`src/rtl/counter_sequencer.sv`:
```
// Purpose: takes one (start, target, dir) command and steps an attached up_down_counter from start to target.
// Latency: accept edge, then 1 LOAD cycle, k+1 RUN cycles and 1 DONE cycle, where k is the wrap-around distance.
// Backpressure: cmd_ready is high only in IDLE; a command offered in any other state waits until IDLE.
module counter_sequencer #(
    parameter int N       = 4,
    parameter int MAX_CYC = 20
) (
    input  logic         clk,
    input  logic         rst_n,
    input  logic         cmd_valid,
    output logic         cmd_ready,
    input  logic [N-1:0] cmd_start,
    input  logic [N-1:0] cmd_target,
    input  logic         cmd_dir,
    input  logic         abort,
    input  logic [N-1:0] cnt_out,
    output logic         load,
    output logic         enable,
    output logic         s,
    output logic [N-1:0] in,
    output logic         busy,
    output logic         done,
    output logic         err,
    output logic [N-1:0] steps
);

    localparam int TW = $clog2(MAX_CYC + 1);

    typedef enum logic [1:0] {
        IDLE = 2'd0,
        LOAD = 2'd1,
        RUN  = 2'd2,
        DONE = 2'd3
    } state_t;

    state_t        state;
    state_t        state_nxt;
    logic [N-1:0]  start_q;
    logic [N-1:0]  target_q;
    logic          dir_q;
    logic [N-1:0]  steps_q;
    logic [TW-1:0] timer_q;
    logic          err_q;
    logic          at_target;
    logic          timeout;

    // The counter output is registered, so comparing it against the target
    // tells us whether the previous enable already landed on the target.
    assign at_target = (cnt_out == target_q);
    // Timer counts enabled RUN cycles; once it holds MAX_CYC we give up.
    assign timeout   = (timer_q == TW'(MAX_CYC));
    assign steps     = steps_q;

    // State register with synchronous active-low reset.
    always_ff @(posedge clk) begin
        if (!rst_n) begin
            state <= IDLE;
        end else begin
            state <= state_nxt;
        end
    end

    // Command, step counter, timer and result registers.
    always_ff @(posedge clk) begin
        if (!rst_n) begin
            start_q  <= '0;
            target_q <= '0;
            dir_q    <= 1'b0;
            steps_q  <= '0;
            timer_q  <= '0;
            err_q    <= 1'b0;
        end else begin
            case (state)
                IDLE: begin
                    if (cmd_valid) begin
                        start_q  <= cmd_start;
                        target_q <= cmd_target;
                        dir_q    <= cmd_dir;
                        steps_q  <= '0;
                        timer_q  <= '0;
                        err_q    <= 1'b0;
                    end
                end
                RUN: begin
                    // An aborted cycle is not counted; steps keeps the partial count.
                    if (!abort) begin
                        if (at_target) begin
                            err_q <= 1'b0;
                        end else if (timeout) begin
                            err_q <= 1'b1;
                        end else begin
                            steps_q <= steps_q + N'(1);
                            timer_q <= timer_q + TW'(1);
                        end
                    end
                end
                default: begin
                end
            endcase
        end
    end

    // Next-state decode.
    always_comb begin
        state_nxt = state;
        case (state)
            IDLE: if (cmd_valid) state_nxt = LOAD;
            LOAD: state_nxt = abort ? IDLE : RUN;
            RUN: begin
                if (abort) begin
                    state_nxt = IDLE;
                end else if (at_target || timeout) begin
                    state_nxt = DONE;
                end
            end
            DONE: state_nxt = IDLE;
            default: state_nxt = IDLE;
        endcase
    end

    // Output decode from state and registers; enable also looks at cnt_out.
    always_comb begin
        cmd_ready = 1'b0;
        load      = 1'b0;
        enable    = 1'b0;
        s         = 1'b0;
        in        = '0;
        busy      = (state != IDLE);
        done      = 1'b0;
        err       = 1'b0;
        case (state)
            IDLE: cmd_ready = 1'b1;
            LOAD: begin
                load = 1'b1;
                in   = start_q;
                s    = dir_q;
            end
            RUN: begin
                s      = dir_q;
                enable = !at_target && !timeout;
            end
            DONE: begin
                done = 1'b1;
                err  = err_q;
            end
            default: begin
            end
        endcase
    end

endmodule

```
`config.mk`:
```
export PLATFORM = sky130hd
export DESIGN_NAME = counter_sequencer
export DESIGN_NICKNAME = d
export VERILOG_FILES = /design/src/rtl/counter_sequencer.sv
export SDC_FILE = /design/constraint.sdc
export NUM_CORES = 1
export LEC_CHECK = 0
export ABC_AREA = 1
export CORE_AREA = 2 2 54 56
export DETAILED_ROUTE_END_ITERATION = 7
export DIE_AREA = 0 0 56 58
export PLACE_DENSITY_LB_ADDON = 0.25
export SLEW_MARGIN = 20
export SYNTH_ARGS = -nofsm -noshare
export SYNTH_HDL_FRONTEND = slang
export SYNTH_SLANG_ARGS = --single-unit
export TNS_END_PERCENT = 5
```
`constraint.sdc`:
```
create_clock -name clk -period 1.65 [get_ports clk]
set_input_delay 0.4125 -clock clk [delete_from_list [all_inputs] [get_ports clk]]
set_output_delay 0.4125 -clock clk [all_outputs]
set_load 0.05 [all_outputs]
```
==> Word-level counts from Yosys, hierarchy flattened <==
Cells that the tools add are included.
{ "op_classes": {"magnitude_cmp": 0, "n_bitwise": 0, "n_addsub": 2, "eq_ne": 11, "mul": 0, "mux": 27, "n_reduce_logical": 12, "shift": 0, "div": 0} }
{ "op_table": {"columns": ["cell", "count"], "rows": [
  ["two-way mux 4 bit", 5],
  ["two-way mux 5 bit", 4],
  ["two-way mux 1 bit", 10],
  ["case mux 5 bit (2 select lines)", 1],
  ["two-way mux 2 bit", 4],
  ["!= test 2 bit (second input constant)", 4],
  ["case mux 2 bit (4 select lines)", 1],
  ["case mux 4 bit (2 select lines)", 1],
  ["!= test 3 bit (second input constant)", 2],
  ["adder 5 x 1 -> 5 bit (second input constant)", 1],
  ["equality test 5 bit (second input constant)", 1],
  ["AND reduction 5 bit", 1],
  ["adder 4 x 1 -> 4 bit (second input constant)", 1],
  ["equality test 2 bit (second input constant)", 2],
  ["equality test 4 bit", 1],
  ["AND reduction 2 bit", 2],
  ["AND reduction 4 bit", 1],
  ["nonzero test 2 bit", 2],
  ["equality test 2 x 1 -> 1 bit (second input constant)", 1],
  ["zero test 1 bit", 2],
  ["zero test 2 bit", 1],
  ["case mux 1 bit (2 select lines)", 1],
  ["OR reduction 2 bit", 1],
  ["logical AND 1 bit", 1],
  ["logical OR 1 bit", 1]
]} }
{ "word_totals": {"output_inout_bits": 15, "elab_cells": 59, "memories": 0, "regBits": 21, "latchBits": 0, "romBits": 0, "in_bits": 17, "mem_bits_rw": 0} }

==> Logic depth before layout (Yosys ltp) <==
Gate-level depths: netlist (run 1).
{ "logic_depth": {"ltp_word": 5, "mapped_depth": 11, "ltp_nobuf": 11} }

==> Least setup slack after synthesis (run 1) <==
No wires, ideal clock.
{ "synth_timing": {"path_type": "register to register", "startpoint": "reg state[0]", "endpoint": "reg steps_q[1], in the netlist steps[1]", "required_ps": 1580, "n_path_buf": 1, "synth_period_minus_slack_ps": 2007, "setup_ps": 70, "t_arrival_ps": 1938, "path_stages_with_launch": 8, "path_slack_ps": -357, "path_cell_list": "dfxtp_1 -> inv_1 -> ha_1 -> inv_1 -> a21oi_2 -> buf_6 -> nand3_1 -> a21oi_1"} }
{ "synth_via": {"elab_chain_len": 3, "elab_cells_between_ends": 9, "cone_classes": "5 x eq/ne; 1 x mux; 3 x reduce/logical"} }
{ "synth_rtl": {"columns": ["element", "line", "rtl"], "rows": [
  ["start: declaration", "36", "state_t state;"],
  ["start signal: assignment", "59", "state <= state_nxt;"],
  ["equality test 2 bit / zero test 2 bit (equally long branches)", "73", "case (state)"],
  ["!= test 2 bit (no source line) / nonzero test 2 bit (equally long branches)", null, null],
  ["AND reduction 5 bit (no source line)", null, null],
  ["end signal: assignment", "92", "steps_q <= steps_q + N'(1);"],
  ["end: declaration", "41", "logic [N-1:0] steps_q;"]
]} }
Several ways; a longest one is shown, not always the timed one.
A chain may end at the register's enable or synchronous reset.

==> Worst setup path in the final report (run 1) <==
{ "layout_timing": {"startpoint": "reg timer_q[0]", "endpoint": "out enable"} }
{ "layout_via": {"elab_chain_len": 4} }
{ "layout_rtl": {"columns": ["element", "line", "rtl"], "rows": [
  ["start: declaration", "42", "logic [TW-1:0] timer_q;"],
  ["start signal: assignment", "93", "timer_q <= timer_q + TW'(1);"],
  ["equality test 5 bit", "51", "assign timeout = (timer_q == TW'(MAX_CYC));"],
  ["zero test 1 bit", "140", "enable = !at_target && !timeout;"],
  ["logical AND 1 bit", "140", null],
  ["two-way mux 1 bit", "131", "case (state)"],
  ["end: declaration", "18", "output logic enable,"]
]} }
Every way passes these cells.

==> impl_results.md, run 1 <==
* Main flop type after synthesis: dfxtp_1
* WP data arrival at 1370 ps
* Largest net degree at the start of global routing at 14
* Hold Path Depth at 2
* Vias in the first global route at 1,127
* Row count at 19
* Pwr Density at 725 nW/um2
* Cells after Synth at 192
* RSZ-0062 raised after global routing: true
* Final ANT Viol Nets at 0
* Buffers on Ports at 31
* Number of enable flip-flop cells after synthesis at 0
* CTS H-tree lvls at 1
* Hold Fails Final Rpt at 0
* Max Freq at 0.560 GHz
* Worst slew margin at 75.9%
* Latest clock arrival within the worst-skew pair at ~300 ps
* Final Slew Violations at 0
* CP required at 1240 ps
* Drt first pass iters at 4
* Mean Syn Cell Area at 6.42 um2
* Clock root buffer: clkbuf_4
* Total track usage at 17.5%
* DR iter-0 viols at 19
* Synth Warn # at 0
* Via-to-Cell Ratio at between 4 and 5
* Reg2reg end: steps[0]
* Dpl ws at -291 ps
* Max clock buf depth at 2
* CTS tree: done
* Sequential element share of the synthesized area at 34.1%
* CP Capture Type: primary output
* Clock skew at around 0.74 ps
* Path depth of the worst reg2reg path at 11
* Failing checks: negative setup slack
* N_diodes at 0
* Worst-Margin Slew at 361 ps
* Placer Congestion at 0.778
* WL met2 at 1340 um
* Crit path capture: enable
* Met3 routed WL at 177 um
* Critical setup path kind: flip-flop to primary output
* Global-route wire length before repair at 4640 um
* Initial antenna violation count at 0
* Initial Util at 46.3%
* Worst VDD drop at roughly 0.88 mV
* Hold_ws at 469 ps
* Ports at 32
* Crit path max fanout at 2
* Tcrit/Tclk final at 108%
* Share of cells above drive strength 1 at 30.0%
* Area delta synth->final at 55.3%
* Startpoint Class: flip-flop
* Horiz. Die Dim at about 56 um
* Max-cap violations at 0
* Congestion Overflow GR at 0
* Async SR Flop Fraction at 0%
* Met1 wire length at 1230 um
* Most common library cell in the layout ignoring fill and taps: nand2_1
* Clock Sinks at 21
* Clock transition at the registers of the reported paths at 120 ps
* Yosys cell types at 22
* Drt wl/cell at 10.2 um
* Worst R2R Setup Slack at -40 ps
* Status: complete, but fails checks
* Most frequent cells in the layout: nand2_1 (46), inv_1 (23), nor2_1 (19), buf_4 (18), dfxtp_1 (17)
* Leakage at just over 0.9 nW
* Die height at approximately 58 um
* DP HPWL at 2050 um
* Worst setup path startpoint: timer_q[0]
* #FFs+latches synth at 21
* Final min period at around 1800 ps
* Final net count at 265
* Highest metal used: met4
* Syn nets at 216
* Vias at 1,278
* Setup ws final at -137 ps
* TritonCTS Buffers at 3
* DR DRC count at 0
* Total Wirelength at 2760 um
* Die area at 3250 um2
* Core box area at approximately 2700 um2
* Tightest Hold Check Type: flip-flop to flip-flop
* Cell area after synthesis at 1230 um2
* Final setup viols at 11
* Post-CTS Hold Fix Bufs at 0
* RR Startpoint: timer_q[0]
* Core Util, Final at between 70% and 80%
==> power by group <==
group / internal (mW) / leakage [nW] / switching [mW]
Clock: 0.0943 / 0.0150 / 0.157
Sequential: 0.552 / 0.175 / 0.0338
Combinational: 0.249 / 0.745 / 0.302
Total: 0.895 / 0.935 / 0.493
==> how the worst min path moves through the flow <==
stage,start,end
floorplan,target_q[1],target_q[1]
global placement,target_q[1],target_q[1]
detailed placement,target_q[2],target_q[2]
CTS,target_q[2],target_q[2]
global route,target_q[1],target_q[1]
finish,target_q[2],target_q[2]
==> flip-flops by register name, summed over array words and instances (netlist names) <==
name	count
err_q	1
timer_q	5
steps	4
state	2
dir_q	1
start_q	4
target_q	4
==> timing repair <==
item | in CTS | in global routing
resized for setup | 29 | 3
setup buffers | 4 | 2
pin swaps | 9 | 3
setup endpoints to repair | 8 | 16
==> cells by family after synthesis <==
group           synth area share, %
simple gates                   32.3
buf+inv                        14.9
compound gates                 11.6
flops                          34.1
fa+ha+maj                      7.11
==> metrics by stage <==
stage	std cells	area, um2	power, mW	setup TNS, ps
2_1_floorplan	192	1240	0.906	-1010
3_3_place_gp	261	1780	1.11	-1690
3_5_place_dp	261	1780	1.12	-1860
4_1_cts	269	1890	1.39	-370
5_1_grt	271	1910	1.48	-1940
6_report	271	1910	1.39	-379
==> cell type report <==
class | instances | area (um2)
multi-input combinational | 127 | 686
sequential | 21 | 428
timing repair buffer | 49 | 582
tap | 31 | 38.8
fill | 200 | 748
clock buffer | 4 | 26.3
inverter | 39 | 154
==> Yosys cell counts (3+ instances only) <==
cell type / instances / area, um2
inv_2: 4 / 15.0
ha_1: 7 / 87.6
dfxtp_1: 21 / 420
nand3_1: 15 / 75.1
a21oi_1: 11 / 55.1
nor2_1: 19 / 71.3
nand2_1: 48 / 180
o21ai_0: 13 / 65.1
nand4_1: 3 / 18.8
inv_1: 34 / 128
==> critical path, cell delays in order (launching register included) <==
cell and delay (ps):
dfxtp_2 360, inv_2 50, ha_4 140, nand4_1 80, nand2_1 90, inv_2 70
nand2_2 50, inv_2 80, buf_12 130
==> routing by layer <==
| metal | GRT usage (%) | vias up |
|---|---|---|
| met5 | 0 | - |
| met4 | 2.04 | 0 |
| met3 | 6.03 | 2 |
| met2 | 31.6 | 32 |
| met1 | 20.7 | 552 |
| li1 | - | 692 |
Power figures use the tool's default switching activity.
==> run 2: changes to the inputs <==
CTS_CLUSTER_DIAMETER = 150   (was default)
==> results of run 2 <==
No change in the layout: final DEF, timing and power equal those of run 1.
